`src/rtl/ram2video_pkg.sv`:
```
// ram2video_pkg: 480p output timing, shared line-buffer RAM geometry and FSM state type.
package ram2video_pkg;
    localparam int H_ACTIVE     = 640;
    localparam int H_SYNC_START = 656;
    localparam int H_SYNC_END   = 752;
    localparam int H_TOTAL      = 800;
    localparam int V_ACTIVE     = 480;
    localparam int V_SYNC_START = 490;
    localparam int V_SYNC_END   = 492;
    localparam int V_TOTAL      = 525;
    localparam int RAM_AW       = 14;
    localparam int RAM_DW       = 24;
    localparam int LINE_LENGTH  = 640;
    localparam int RAM_NUMWORDS = 16000;
    localparam int RAM_LATENCY  = 2;
    localparam int CW           = 10;

    typedef enum logic {WAIT_TRIGGER, RUN} state_t;

    // Same wrap rule the capture-side writer applies to its line base.
    function automatic logic [RAM_AW-1:0] next_base(input logic [RAM_AW-1:0] b);
        return (b < RAM_AW'(RAM_NUMWORDS - LINE_LENGTH)) ? b + RAM_AW'(LINE_LENGTH) : '0;
    endfunction
endpackage

```
`src/rtl/ram2video_if.sv`:
```
// ram2video_if: line-buffer read port plus the regenerated RGB/DE/sync video bus.
interface ram2video_if;
    import ram2video_pkg::*;
    logic [RAM_AW-1:0] rdaddr;
    logic [RAM_DW-1:0] rddata;
    logic [7:0]        R, G, B;
    logic              video_de, hsync_n, vsync_n;
    modport master (output rdaddr, R, G, B, video_de, hsync_n, vsync_n, input rddata);
    modport slave  (input rdaddr, R, G, B, video_de, hsync_n, vsync_n, output rddata);
endinterface

```
`src/rtl/ram2video_delay_pipe.sv`:
```
// ram2video_delay_pipe: D-stage shift register of width W, reset to RST_VAL.
module ram2video_delay_pipe #(
    parameter int W = 1,
    parameter int D = 1,
    parameter logic [W-1:0] RST_VAL = '0
) (
    input  logic         clock,
    input  logic         nreset,
    input  logic [W-1:0] din,
    output logic [W-1:0] dout
);
    logic [W-1:0] stage [D];

    always_ff @(posedge clock or negedge nreset)
        if (!nreset) begin
            for (int i = 0; i < D; i++) stage[i] <= RST_VAL;
        end else begin
            stage[0] <= din;
            for (int i = 1; i < D; i++) stage[i] <= stage[i-1];
        end

    assign dout = stage[D-1];
endmodule

```
`src/rtl/ram2video.sv`:
```
// ram2video: replays buffered lines from the line-buffer RAM as a 640x480p raster.
// Define RAM2VIDEO_RESYNC_EN to let a starttrigger in RUN restart the raster.
module ram2video #(
    parameter int H_ACTIVE     = ram2video_pkg::H_ACTIVE,
    parameter int H_SYNC_START = ram2video_pkg::H_SYNC_START,
    parameter int H_SYNC_END   = ram2video_pkg::H_SYNC_END,
    parameter int H_TOTAL      = ram2video_pkg::H_TOTAL,
    parameter int V_ACTIVE     = ram2video_pkg::V_ACTIVE,
    parameter int V_SYNC_START = ram2video_pkg::V_SYNC_START,
    parameter int V_SYNC_END   = ram2video_pkg::V_SYNC_END,
    parameter int V_TOTAL      = ram2video_pkg::V_TOTAL,
    parameter int RAM_LATENCY  = ram2video_pkg::RAM_LATENCY
) (
    input  logic        clock,
    input  logic        nreset,
    input  logic        starttrigger,
    input  logic        line_doubler,
    ram2video_if.master bus
);
    import ram2video_pkg::*;

    state_t            state, state_nxt;
    logic [CW-1:0]     x, x_nxt, y, y_nxt;
    logic [RAM_AW-1:0] base, base_nxt;
    logic              ld_r, run, active, hs_raw, vs_raw, de_d, hs_d, vs_d;

    assign run    = state == RUN;
    assign active = run && x < CW'(H_ACTIVE) && y < CW'(V_ACTIVE);
    assign hs_raw = run && x >= CW'(H_SYNC_START) && x < CW'(H_SYNC_END);
    assign vs_raw = run && y >= CW'(V_SYNC_START) && y < CW'(V_SYNC_END);

    always_comb begin
        state_nxt = state;
        x_nxt     = x;
        y_nxt     = y;
        base_nxt  = base;
        if (state == WAIT_TRIGGER)
            state_nxt = starttrigger ? RUN : WAIT_TRIGGER;
`ifdef RAM2VIDEO_RESYNC_EN
        else if (starttrigger) begin
            x_nxt    = '0;
            y_nxt    = '0;
            base_nxt = '0;
        end
`endif
        else begin
            x_nxt = (x == CW'(H_TOTAL - 1)) ? '0 : x + CW'(1);
            if (x == CW'(H_TOTAL - 1)) begin
                y_nxt    = (y == CW'(V_TOTAL - 1)) ? '0 : y + CW'(1);
                // Doubled lines hold the base on even y so the odd line replays it.
                base_nxt = (y == CW'(V_TOTAL - 1)) ? '0 :
                           (y < CW'(V_ACTIVE) && !(ld_r && !y[0])) ? next_base(base) : base;
            end
        end
    end

    always_ff @(posedge clock or negedge nreset)
        if (!nreset) begin
            state      <= WAIT_TRIGGER;
            x          <= '0;
            y          <= '0;
            base       <= '0;
            ld_r       <= 1'b0;
            bus.rdaddr <= '0;
        end else begin
            state <= state_nxt;
            x     <= x_nxt;
            y     <= y_nxt;
            base  <= base_nxt;
            ld_r  <= line_doubler;
            if (active) bus.rdaddr <= base + RAM_AW'(x);
        end

    // Address register and RAM latency; the output register supplies the last cycle.
    ram2video_delay_pipe #(.W(3), .D(RAM_LATENCY + 1), .RST_VAL(3'b000)) u_pipe (
        .clock (clock),
        .nreset(nreset),
        .din   ({active, hs_raw, vs_raw}),
        .dout  ({de_d, hs_d, vs_d})
    );

    always_ff @(posedge clock or negedge nreset)
        if (!nreset) begin
            {bus.R, bus.G, bus.B} <= '0;
            bus.video_de          <= 1'b0;
            bus.hsync_n           <= 1'b1;
            bus.vsync_n           <= 1'b1;
        end else begin
            {bus.R, bus.G, bus.B} <= de_d ? bus.rddata : '0;
            bus.video_de          <= de_d;
            bus.hsync_n           <= ~hs_d;
            bus.vsync_n           <= ~vs_d;
        end
endmodule

```
`src/flat_wrapper.sv`:
```
// flat-port wrapper written by rule: the top's interface ports become plain ports
module ram2video_flat import ram2video_pkg::*;
#(
    parameter int H_ACTIVE     = ram2video_pkg::H_ACTIVE,
    parameter int H_SYNC_START = ram2video_pkg::H_SYNC_START,
    parameter int H_SYNC_END   = ram2video_pkg::H_SYNC_END,
    parameter int H_TOTAL      = ram2video_pkg::H_TOTAL,
    parameter int V_ACTIVE     = ram2video_pkg::V_ACTIVE,
    parameter int V_SYNC_START = ram2video_pkg::V_SYNC_START,
    parameter int V_SYNC_END   = ram2video_pkg::V_SYNC_END,
    parameter int V_TOTAL      = ram2video_pkg::V_TOTAL,
    parameter int RAM_LATENCY  = ram2video_pkg::RAM_LATENCY
)
  (clock, nreset, starttrigger, line_doubler, bus_rdaddr, bus_R, bus_G, bus_B, bus_video_de, bus_hsync_n, bus_vsync_n, bus_rddata);
  ram2video_if bus_i ();
  input  logic clock;
  input  logic nreset;
  input  logic starttrigger;
  input  logic line_doubler;
  output wire logic [$bits(bus_i.rdaddr)-1:0] bus_rdaddr;
  output wire logic [$bits(bus_i.R)-1:0] bus_R;
  output wire logic [$bits(bus_i.G)-1:0] bus_G;
  output wire logic [$bits(bus_i.B)-1:0] bus_B;
  output wire logic [$bits(bus_i.video_de)-1:0] bus_video_de;
  output wire logic [$bits(bus_i.hsync_n)-1:0] bus_hsync_n;
  output wire logic [$bits(bus_i.vsync_n)-1:0] bus_vsync_n;
  input wire logic [$bits(bus_i.rddata)-1:0] bus_rddata;
  assign bus_rdaddr = bus_i.rdaddr;
  assign bus_R = bus_i.R;
  assign bus_G = bus_i.G;
  assign bus_B = bus_i.B;
  assign bus_video_de = bus_i.video_de;
  assign bus_hsync_n = bus_i.hsync_n;
  assign bus_vsync_n = bus_i.vsync_n;
  assign bus_i.rddata = bus_rddata;
  ram2video #(.H_ACTIVE(H_ACTIVE), .H_SYNC_START(H_SYNC_START), .H_SYNC_END(H_SYNC_END), .H_TOTAL(H_TOTAL), .V_ACTIVE(V_ACTIVE), .V_SYNC_START(V_SYNC_START), .V_SYNC_END(V_SYNC_END), .V_TOTAL(V_TOTAL), .RAM_LATENCY(RAM_LATENCY)) u_core (.clock(clock), .nreset(nreset), .starttrigger(starttrigger), .line_doubler(line_doubler), .bus(bus_i));
endmodule
```
`config.mk`:
```
export PLATFORM = sky130hd
export DESIGN_NAME = ram2video_flat
export DESIGN_NICKNAME = d
export VERILOG_FILES = /design/src/rtl/ram2video_pkg.sv /design/src/rtl/ram2video_if.sv /design/src/rtl/ram2video_delay_pipe.sv /design/src/rtl/ram2video.sv /design/src/flat_wrapper.sv
export SDC_FILE = /design/constraint.sdc
export NUM_CORES = 1
export LEC_CHECK = 0
export BUFFER_PORTS_ARGS = -buffer_cell sky130_fd_sc_hd__buf_2
export CAP_MARGIN = 25
export CELL_PAD_IN_SITES_DETAIL_PLACEMENT = 1
export CELL_PAD_IN_SITES_GLOBAL_PLACEMENT = 2
export CORE_MARGIN = 2
export CORE_UTILIZATION = 37
export DETAILED_ROUTE_END_ITERATION = 8
export GPL_TIMING_DRIVEN = 0
export HOLD_SLACK_MARGIN = 0.12
export PLACE_DENSITY_LB_ADDON = 0.1
export SLEW_MARGIN = 0
export SYNTH_ARGS = -nofsm -noshare
export SYNTH_HDL_FRONTEND = slang
export SYNTH_SLANG_ARGS = --single-unit
```
`constraint.sdc`:
```
create_clock -name clock -period 3.3 [get_ports clock]
set_clock_uncertainty 0.1 [all_clocks]
set_input_delay 0.33 -clock clock [delete_from_list [all_inputs] [get_ports clock]]
set_output_delay 0.33 -clock clock [all_outputs]
set_load 0.05 [all_outputs]
```
==> results of run 1 <==
[placed cells by master (no fill, tap or decap), drive strengths merged, types with 5 or more instances in the layout]
cell,instances
a21oi,9
and2,25
and3,5
buf,76
clkbuf,22
dfrtp,77
dlygate4sd3,27
ha,9
inv,10
mux2,6
nand2,34
nand3,8
nand4,10
nor2,11
o21ai,25
xnor2,11
xor2,8
[cell families (layout without fill, tap and decap cells)]
logic type / after synthesis / after routing / share of synthesized area, %
mux: 6 / 6 / 2.01
simple gates: 111 / 111 / 18.6
flops: 79 / 79 / 58.8
fa+ha+maj: 9 / 9 / 3.34
xor+xnor: 19 / 19 / 4.94
other cells: 1 / 1 / 0.111
buf+inv: 26 / 138 / 3.45
compound gates: 50 / 50 / 8.80
[per-layer routing]
metal	vias up	track usage (%)	routed length (µm)
met1	1265	23.2	3740
met4	0	6.01	100
li1	1236	-	-
met2	57	28.0	3640
met3	8	3.23	335
met5	-	0	0
[final timing paths]
check | start | to | depth (start not counted)
hold / removal | u_core.u_pipe.stage[4] | u_core.u_pipe.dout[1] | 0
setup reg to reg | u_core.y[0] | u_core.base[13] | 8
hold reg to reg | u_core.u_pipe.stage[4] | u_core.u_pipe.dout[1] | 0
setup / recovery | u_core.y[0] | u_core.base[13] | 8
max in group asynchronous | nreset | u_core.bus.vsync_n | 3
min in group asynchronous | nreset | u_core.bus.G[2] | 2
[where the power goes]
part           switching [mW]  internal, mW
logic                   0.401         0.187
clock network           0.383         0.398
registers              0.0576          1.06
[flip-flops by register name, summed over array words and instances (netlist names), 3 cells and up]
signal / flops
u_core.y: 10
u_core.base: 7
u_core.u_pipe.stage: 6
u_core.bus.B: 8
u_core.bus.R: 8
u_core.bus.rdaddr: 14
u_core.u_pipe.dout: 3
u_core.bus.G: 8
u_core.x: 10
[what timing repair did]
item,4_1_cts,5_1_grt
hold buffers,27,0
hold endpoints to repair,85,0
endpoints found under the setup margin,0,0
[layout make-up]
class / instances / share of cell area, %
flip-flops and latches: 79 / 45.4
multi-input cells: 196 / 29.2
repair buffers: 96 / 14.7
clock buffers: 11 / 3.47
well taps: 108 / 3.10
plain buffers: 18 / 1.98
clock inverters: 5 / 1.46
inverters: 8 / 0.689
==> metrics.txt, run 1 <==
cells along the critical path inv_1 > ha_1 > nor4bb_1 > and3_1 > clkbuf_1 > a41oi_1 > o21ai_0 > o41ai_1; final WL between 7000 and 8000 µm; cell area after synthesis 3370 µm²; cell taking the most area after synthesis dfrtp_1; share of layout cells above drive strength 1 between 20% and 30%; clock buffer depth 2; initial core utilization approximately 38%; die width roughly 100 µm; async set-or-reset flop fraction in the synthesized netlist 100%; GP Congestion 0.733; end-of-flow core utilization between 40 and 50%; final non-filler cell total around 520; top_reg_cell synth dfrtp_1; R2R Setup Slk between 1000 and 1500 ps; #FFs+latches synth 79; max_cap viols 0; post-CTS sizing 0; via count of the first global-routing pass ~2700; post-place setup slack about 1100 ps; Reg area 1980 µm²; sequential-to-total area share from yosys stat about three fifths; later-pin clock latency in the skew report around 360 ps; fin nets between 400 and 500; detailed-route DRC error count 0; Worst setup EP type register; final worst slack between 1000 and 1500 ps; multi-input combinational cell area roughly 1300 µm²; n_diodes 0; power per cell area ~570 nW/µm²; Yosys top cell area share between 50% and 60%; Area Overhead vs Synth 29.4%; antenna violations before repair 0; Worst EP arrival between 2000 and 2500 ps; Synth area leaders dfrtp_1, and2_1, nand2_1; Crit path max-delay family buffers and inverters; critical path's slowest cell dfrtp_1; dpl hpwl roughly 5300 µm; Post-Route Setup TNS 0 ps; # clock sinks between 70 and 80; TritonCTS Buffers 9; Post-synth EDFFs 0; Post-synth top cells dfrtp_1, nand2_1, and2_1, o21ai_0, xnor2_1; largest net degree at the start of global routing 60; Total Power roughly 2.5 mW; CP peak stage delay about 460 ps; critical path class register to register; die area 9880 µm²; Routed Antenna Nets 0; Slew @ Worst Pin between 600 and 700 ps; I/O pin cnt just under 70; clock slew at reported path FFs around 90 ps; RSZ-0062 raised after global routing no; DP Cell Count between 400 and 500; Unique masters post-synth 45; Synth Instances between 300 and 400; status completed; 1st-iter DRT viols 67; worst path bufs/invs 2; Hold WC Path Type register to register; DRT Pass-1 Iters 4; P_leak 2.02 nW; Filler cells just under 1000; Period minus WS final 2260 ps; die height 99.4 µm; most frequent cell after synthesis dfrtp_1; GRT Total Usage 17.2%; Root Driver clkbuf_8; CP startpoint kind register; FP Rows 34; Max H-tree Level 3; DR WL/cell 15.0 µm; Max VDD drop ~340 µV; GR Overflow Total 0; worst endpoint required time 3430 ps; Final setup viols 0; first-pass GRT wire length between 10000 and 15000 µm; I/O Buffers 68; CTS tree done; number of synthesis warnings 0; Final Hold Vio Count 0; Peak Freq between 400 and 500 MHz; syn_area_per_cell between 10 and 15 µm²; final hold slack ~250 ps; CP max FO 10; Vias about 2600; final period utilization 68.6%; vias per cell around 4.9; Post-CTS Setup Inserts 0; final instance area roughly 4400 µm²; post-synthesis net count 338; core area a little under 9000 µm²; Max Slew Vio Count 0; Rel. slew slack between 50% and 60%; DP Area 3870 µm²
(Power assumes the default switching activity.)
==> run 2: changes to the inputs <==
CORE_UTILIZATION = 31   (was 37)
clock period = 2.05 ns   (was 3.3 ns; I/O delays follow)
==> run 2 against run 1 <==
  * Critical endpoint is now u_core.y[7]
  * Critical path depth down 2
  * Largest power group unchanged
  * First-iteration DRC count down 21%
  * Via count grew 0.16%
  * Utilization fell by 7.1 points
  * Global-route usage down 2.8 points
  * Sequential share of layout area shrank 2.0 points
  * Routed wire length up 1.0%
  * Highest routed layer unchanged
  * Combinational power grew 73%
==> metrics.txt, run 2 (synthesis results as in run 1) <==
status completed; Vias 2570 (+0.16%); Worst EP arrival 2100 ps (-290 ps); GR Overflow Total 0 (unchanged); clock slew at reported path FFs 80 ps (about the same); Post-Route Setup TNS 0 ps (unchanged); commonest non-fill, non-tap cell in the layout dfrtp_1; later-pin clock latency in the skew report 350 ps (about the same); n_diodes 0 (unchanged); vias per cell 4.57 (-7.2%); critical path class register to register; fin nets 454 (+2.0%); RSZ-0062 raised after global routing yes; R2R Setup Slk 90 ps (-950 ps); P_leak 2.11 nW (+4.1%); Area Overhead vs Synth 35.5%; cells along the critical path nand4b_1 > or4_4 > buf_8 > nor2_4 > nand3_2 > xnor2_1; Final Hold Vio Count 0 (unchanged); die width 108 µm (+8.9%); FP Rows 38 (+12%); final worst slack 85.5 ps (-951 ps); Final setup viols 0 (unchanged); final non-filler cell total 562 (+7.9%); GRT Total Usage 14.5% (-2.8 points); I/O pin cnt 69 (unchanged); final hold slack 197 ps (-55.1 ps); I/O Buffers 68 (unchanged); 1st-iter DRT viols 53 (-21%); CTS tree done; Hold WC Path Type input pin to async pin; post-place setup slack -179 ps (-1250 ps); first-pass GRT wire length 13100 µm (-2.1%); detailed-route DRC error count 0 (unchanged); power per cell area 927 nW/µm² (+62%); largest net degree at the start of global routing 59 (-1.7%); Max VDD drop 577 µV (+70%); DRT Pass-1 Iters 4 (unchanged); biggest registers after layout u_core.bus.rdaddr (14), u_core.x (10), u_core.y (10); CP startpoint kind register; Period minus WS final 1960 ps (-299 ps); core area 10700 µm² (+22%); CP peak stage delay 520 ps (+60 ps); DP Cell Count 510 (+6.7%); clock buffer depth 2 (unchanged); r2r endpoint u_core.y[7]; die area 11700 µm² (+19%); Peak Freq 509 MHz (+15%); critical path's slowest cell or4_4; # clock sinks 79 (unchanged); antenna violations before repair 0 (unchanged); die height 108 µm (+8.9%); GP Congestion 0.734 (+0.11%); reg2reg start u_core.x[7]; Largest Register u_core.bus.rdaddr; most frequent cells in the layout dfrtp_1, buf_2, nand2_1; Root Driver clkbuf_8; final period utilization 95.8% (+27 points); CP max FO 10 (unchanged); dpl hpwl 5320 µm (+0.69%); worst endpoint required time 2190 ps (-1240 ps); max FFs per register 14 (unchanged); TritonCTS Buffers 9 (unchanged); Max Slew Vio Count 0 (unchanged); DR WL/cell 14.0 µm (-6.3%); Total Power 4.23 mW (+70%); Routed Antenna Nets 0 (unchanged); Worst R2R Path Depth 6 (-2); via count of the first global-routing pass 2715 (-0.18%); Max H-tree Level 3 (unchanged); initial core utilization 31.5% (-6.9 points); max_cap viols 0 (unchanged); share of layout cells above drive strength 1 30.8% (+4.7 points); final WL 7890 µm (+1.0%); Worst setup EP type register
## run 2: what timing repair did
item | in CTS | in global routing
hold endpoints to repair | 103 | 0
resized for setup | 9 | 16
setup buffers | 2 | 7
setup endpoints to repair | 26 | 22
pin swaps | 0 | 5
hold buffers | 27 | 0
gates cloned | 0 | 0
## run 2: layout make-up
cell class / instances / area, µm²
Buffer: 18 / 104
Clock buffer: 9 / 124
Clock inverter: 7 / 120
Fill cell: 1185 / 6130
Inverter: 8 / 30.0
Multi-Input combinational cell: 196 / 1320
Sequential cell: 79 / 1980
Tap cell: 140 / 175
Timing Repair Buffer: 105 / 708
## run 2: worst max-delay path by stage
stage / start / endpoint / slack, ps / cells after the start
after floorplan: u_core.x[1] / u_core.y[7] / 110 / 7
after global placement: u_core.run / u_core.bus.rdaddr[7] / -200 / 5
after detailed placement: u_core.y[0] / u_core.y[8] / -180 / 8
after CTS: u_core.x[1] / u_core.y[3] / 5 / 7
after global routing: u_core.x[4] / u_core.base[13] / -30 / 7
final: u_core.x[7] / u_core.y[7] / 90 / 6
## run 2: power by group
| group | total, mW | switching, mW | internal (mW) |
|---|---|---|---|
| Clock | 1.41 | 0.594 | 0.813 |
| Sequential | 1.81 | 0.0914 | 1.71 |
| Combinational | 1.02 | 0.669 | 0.352 |
| Total | 4.23 | 1.35 | 2.88 |
## run 2: layer usage
| metal | routed length, µm | track usage [%] | part of all wire (%) |
|---|---|---|---|
| met1 | 3710 | 18.5 | 47 |
| met2 | 3720 | 24.0 | 47 |
| met3 | 333 | 2.17 | 4.2 |
| met4 | 127 | 6.87 | 1.6 |
| met5 | 0 | 0 | 0 |
## run 2: critical path, delay by kind of cell (launching register included)
family                    cells  cell delay [ps]
xor gates and xnor gates      1              130
buffers and inverters         1              160
and+or+nand+nor               4              990
DFF                           1              460
## run 2: through the flow
step           util, %  area, µm²
2_1_floorplan        -       3370
3_3_place_gp      36.3       3880
3_5_place_dp      36.6       3910
4_1_cts           41.8       4470
5_1_grt           42.7       4560
6_report          42.7       4560
==> run 3: changes to the inputs <==
ABC_AREA = 1   (was not set)
CORE_UTILIZATION = 30   (was 31)
CTS_CLUSTER_DIAMETER = 80   (was not set)
PLACE_DENSITY = 0.73   (was not set)
PLACE_DENSITY_LB_ADDON = not set   (was 0.1)
==> run 3 against run 2 <==
  * Critical path depth rose by 2
  * Sequential cell count stayed put
  * Sequential share of layout area down 3.7 points
  * Clock-buffer cell count up 1
  * First-iteration DRC count up 100%
  * Sequential power hardly changed
  * Cell count up 29%
  * Critical path type unchanged
  * Combinational power increased by 6%
  * Global-route usage is 1.1 points higher
  * Non-clock buffer count down 13
  * Worst hold slack better by 52 ps
==> metrics.txt, run 3 <==
Yosys top cell area share 50.5% (-6.7 points); final period utilization 85.4% (-10 points); Worst R2R Path Depth 8 (+2); Synth Instances 441 (+47%); number of synthesis warnings 0 (unchanged); reg2reg start u_core.x[1]; worst endpoint required time 2180 ps (about the same); DP Area 4400 µm² (+13%); DRT Pass-1 Iters 4 (unchanged); RSZ-0062 raised after global routing no; vias per cell 4.44 (-2.9%); Final setup viols 0 (unchanged); CTS tree done; async set-or-reset flop fraction in the synthesized netlist 100% (unchanged); Period minus WS final 1750 ps (-214 ps); max FFs per register 14 (unchanged); most frequent cells in the layout nand2_1, dfrtp_1, buf_2; critical path class register to register; Area Overhead vs Synth 30.4%; syn_area_per_cell 8.66 µm² (-23%); Filler cells 1534 (+29%); DR WL/cell 13.7 µm (-2.3%); Post-synth top cells nand2_1, dfrtp_1, inv_1, nand3_1, nor2_1; #FFs+latches synth 79 (unchanged); dpl hpwl 7000 µm (+32%); Post-Route Setup TNS 0 ps (unchanged); Vias 3220 (+25%); Hold WC Path Type register to register; Post-synth EDFFs 0 (unchanged); final non-filler cell total 725 (+29%); 1st-iter DRT viols 108 (+100%); Root Driver clkbuf_16; final WL 9950 µm (+26%); Routed Antenna Nets 0 (unchanged); R2R Setup Slk 300 ps (+210 ps); die width 117 µm (+7.9%); core area 12500 µm² (+17%); Reg area 1980 µm² (-0.13%); post-CTS sizing 0 (-9); status completed; I/O Buffers 68 (unchanged); Peak Freq 571 MHz (+12%); first-pass GRT wire length 16300 µm (+25%); TritonCTS Buffers 9 (unchanged); Final Hold Vio Count 0 (unchanged); GRT Total Usage 15.5% (+1.1 points); Total Power 4.55 mW (+7.4%); Max VDD drop 353 µV (-39%); power per cell area 913 nW/µm² (-1.6%); biggest registers after layout u_core.bus.rdaddr (14), u_core.x (10), u_core.y (10); Synth area leaders dfrtp_1, nand2_1, inv_1; GR Overflow Total 0 (unchanged); # clock sinks 79 (unchanged); multi-input combinational cell area 1490 µm² (+13%); I/O pin cnt 69 (unchanged); Max H-tree Level 3 (unchanged); Max Slew Vio Count 0 (unchanged); WHS Endpoint u_core.bus.vsync_n; detailed-route DRC error count 0 (unchanged); r2r endpoint u_core.y[9]; initial core utilization 30.5% (-0.98 points); fin nets 585 (+29%); CP startpoint kind register; die area 13600 µm² (+16%); most frequent cell after synthesis nand2_1; final instance area 4980 µm² (+9.1%); Worst setup EP type register; n_diodes 0 (unchanged); Largest Register u_core.bus.rdaddr; cell area after synthesis 3820 µm² (+13%); GP Congestion 0.811 (+11%); commonest non-fill, non-tap cell in the layout nand2_1; Worst EP arrival 1880 ps (-220 ps); FP Rows 41 (+7.9%); later-pin clock latency in the skew report 340 ps (about the same); DP Cell Count 682 (+34%); post-synthesis net count 478 (+41%); largest net degree at the start of global routing 46 (-22%); share of layout cells above drive strength 1 24.6% (-6.2 points); CTS hold repair buffers 27 (unchanged); clock buffer depth 2 (unchanged); die height 117 µm (+7.9%); hold wc startpoint u_core.u_pipe.dout[0]; clock slew at reported path FFs 70 ps (about the same); hold-critical path depth 1; top_reg_cell synth dfrtp_1; via count of the first global-routing pass 3345 (+23%); CP max FO 10 (unchanged); antenna violations before repair 0 (unchanged); Unique masters post-synth 36 (-20%); P_leak 2.66 nW (+26%); max_cap viols 0 (unchanged); sequential-to-total area share from yosys stat 51.8% (-6.9 points); cell taking the most area after synthesis dfrtp_1; Post-CTS Setup Inserts 0 (-2)
==> run 3: how the worst max path moves through the flow <==
stage,from,to,cells after the start
2_1_floorplan,u_core.y[0],u_core.base[13],9
3_3_place_gp,nreset,u_core.bus.rdaddr[12],1
3_5_place_dp,u_core.x[1],u_core.y[3],8
4_1_cts,u_core.x[1],u_core.base[12],7
5_1_grt,u_core.y[0],u_core.base[12],9
6_report,u_core.x[1],u_core.y[9],8
==> run 3: worst max-delay path, cell delays in order, from the launching register on <==
cell,delay (ps)
dfrtp_1,430
ha_1,240
nand3_2,90
inv_1,120
nand4_4,180
nor2_8,230
inv_4,100
nand2_1,90
o21ai_2,50
==> run 3: cells by family (layout without fill, tap and decap cells) <==
group | count (synthesis) | after routing | synth area share, %
buf+inv | 81 | 193 | 9.21
fa+ha+maj | 9 | 9 | 2.95
other cells | 1 | 1 | 0.0982
compound gates | 30 | 30 | 5.08
xor+xnor | 13 | 13 | 2.98
flops | 79 | 79 | 51.8
simple gates | 228 | 228 | 27.9
==> run 3: layout make-up <==
cell class / instances / share of cell area (%)
Sequential cell: 79 / 39.7
Multi-Input combinational cell: 281 / 29.9
Timing Repair Buffer: 96 / 12.9
Inverter: 67 / 5.10
Clock buffer: 10 / 4.80
Tap cell: 172 / 4.32
Buffer: 14 / 1.96
Clock inverter: 6 / 1.36
==> run 3: where the power goes <==
part | internal, mW | switching (mW) | total (mW)
Clock | 0.981 | 0.683 | 1.66
Sequential | 1.71 | 0.0948 | 1.80
Combinational | 0.339 | 0.740 | 1.08
==> run 3: stage by stage <==
step	util (%)	setup WS [ps]	hold WS, ps
after floorplan	-	560	-191
after global placement	34.9	46.5	217
after detailed placement	35.2	265	111
after CTS	39.8	244	251
after global routing	39.8	116	263
final	39.8	300	249
==> run 3: metal layers <==
metal  global-route usage [%]  share of wire (%)
met1                     18.7                 44
met2                     27.3                 50
met3                     3.30                4.7
met4                     5.88                1.8
met5                        0                  0
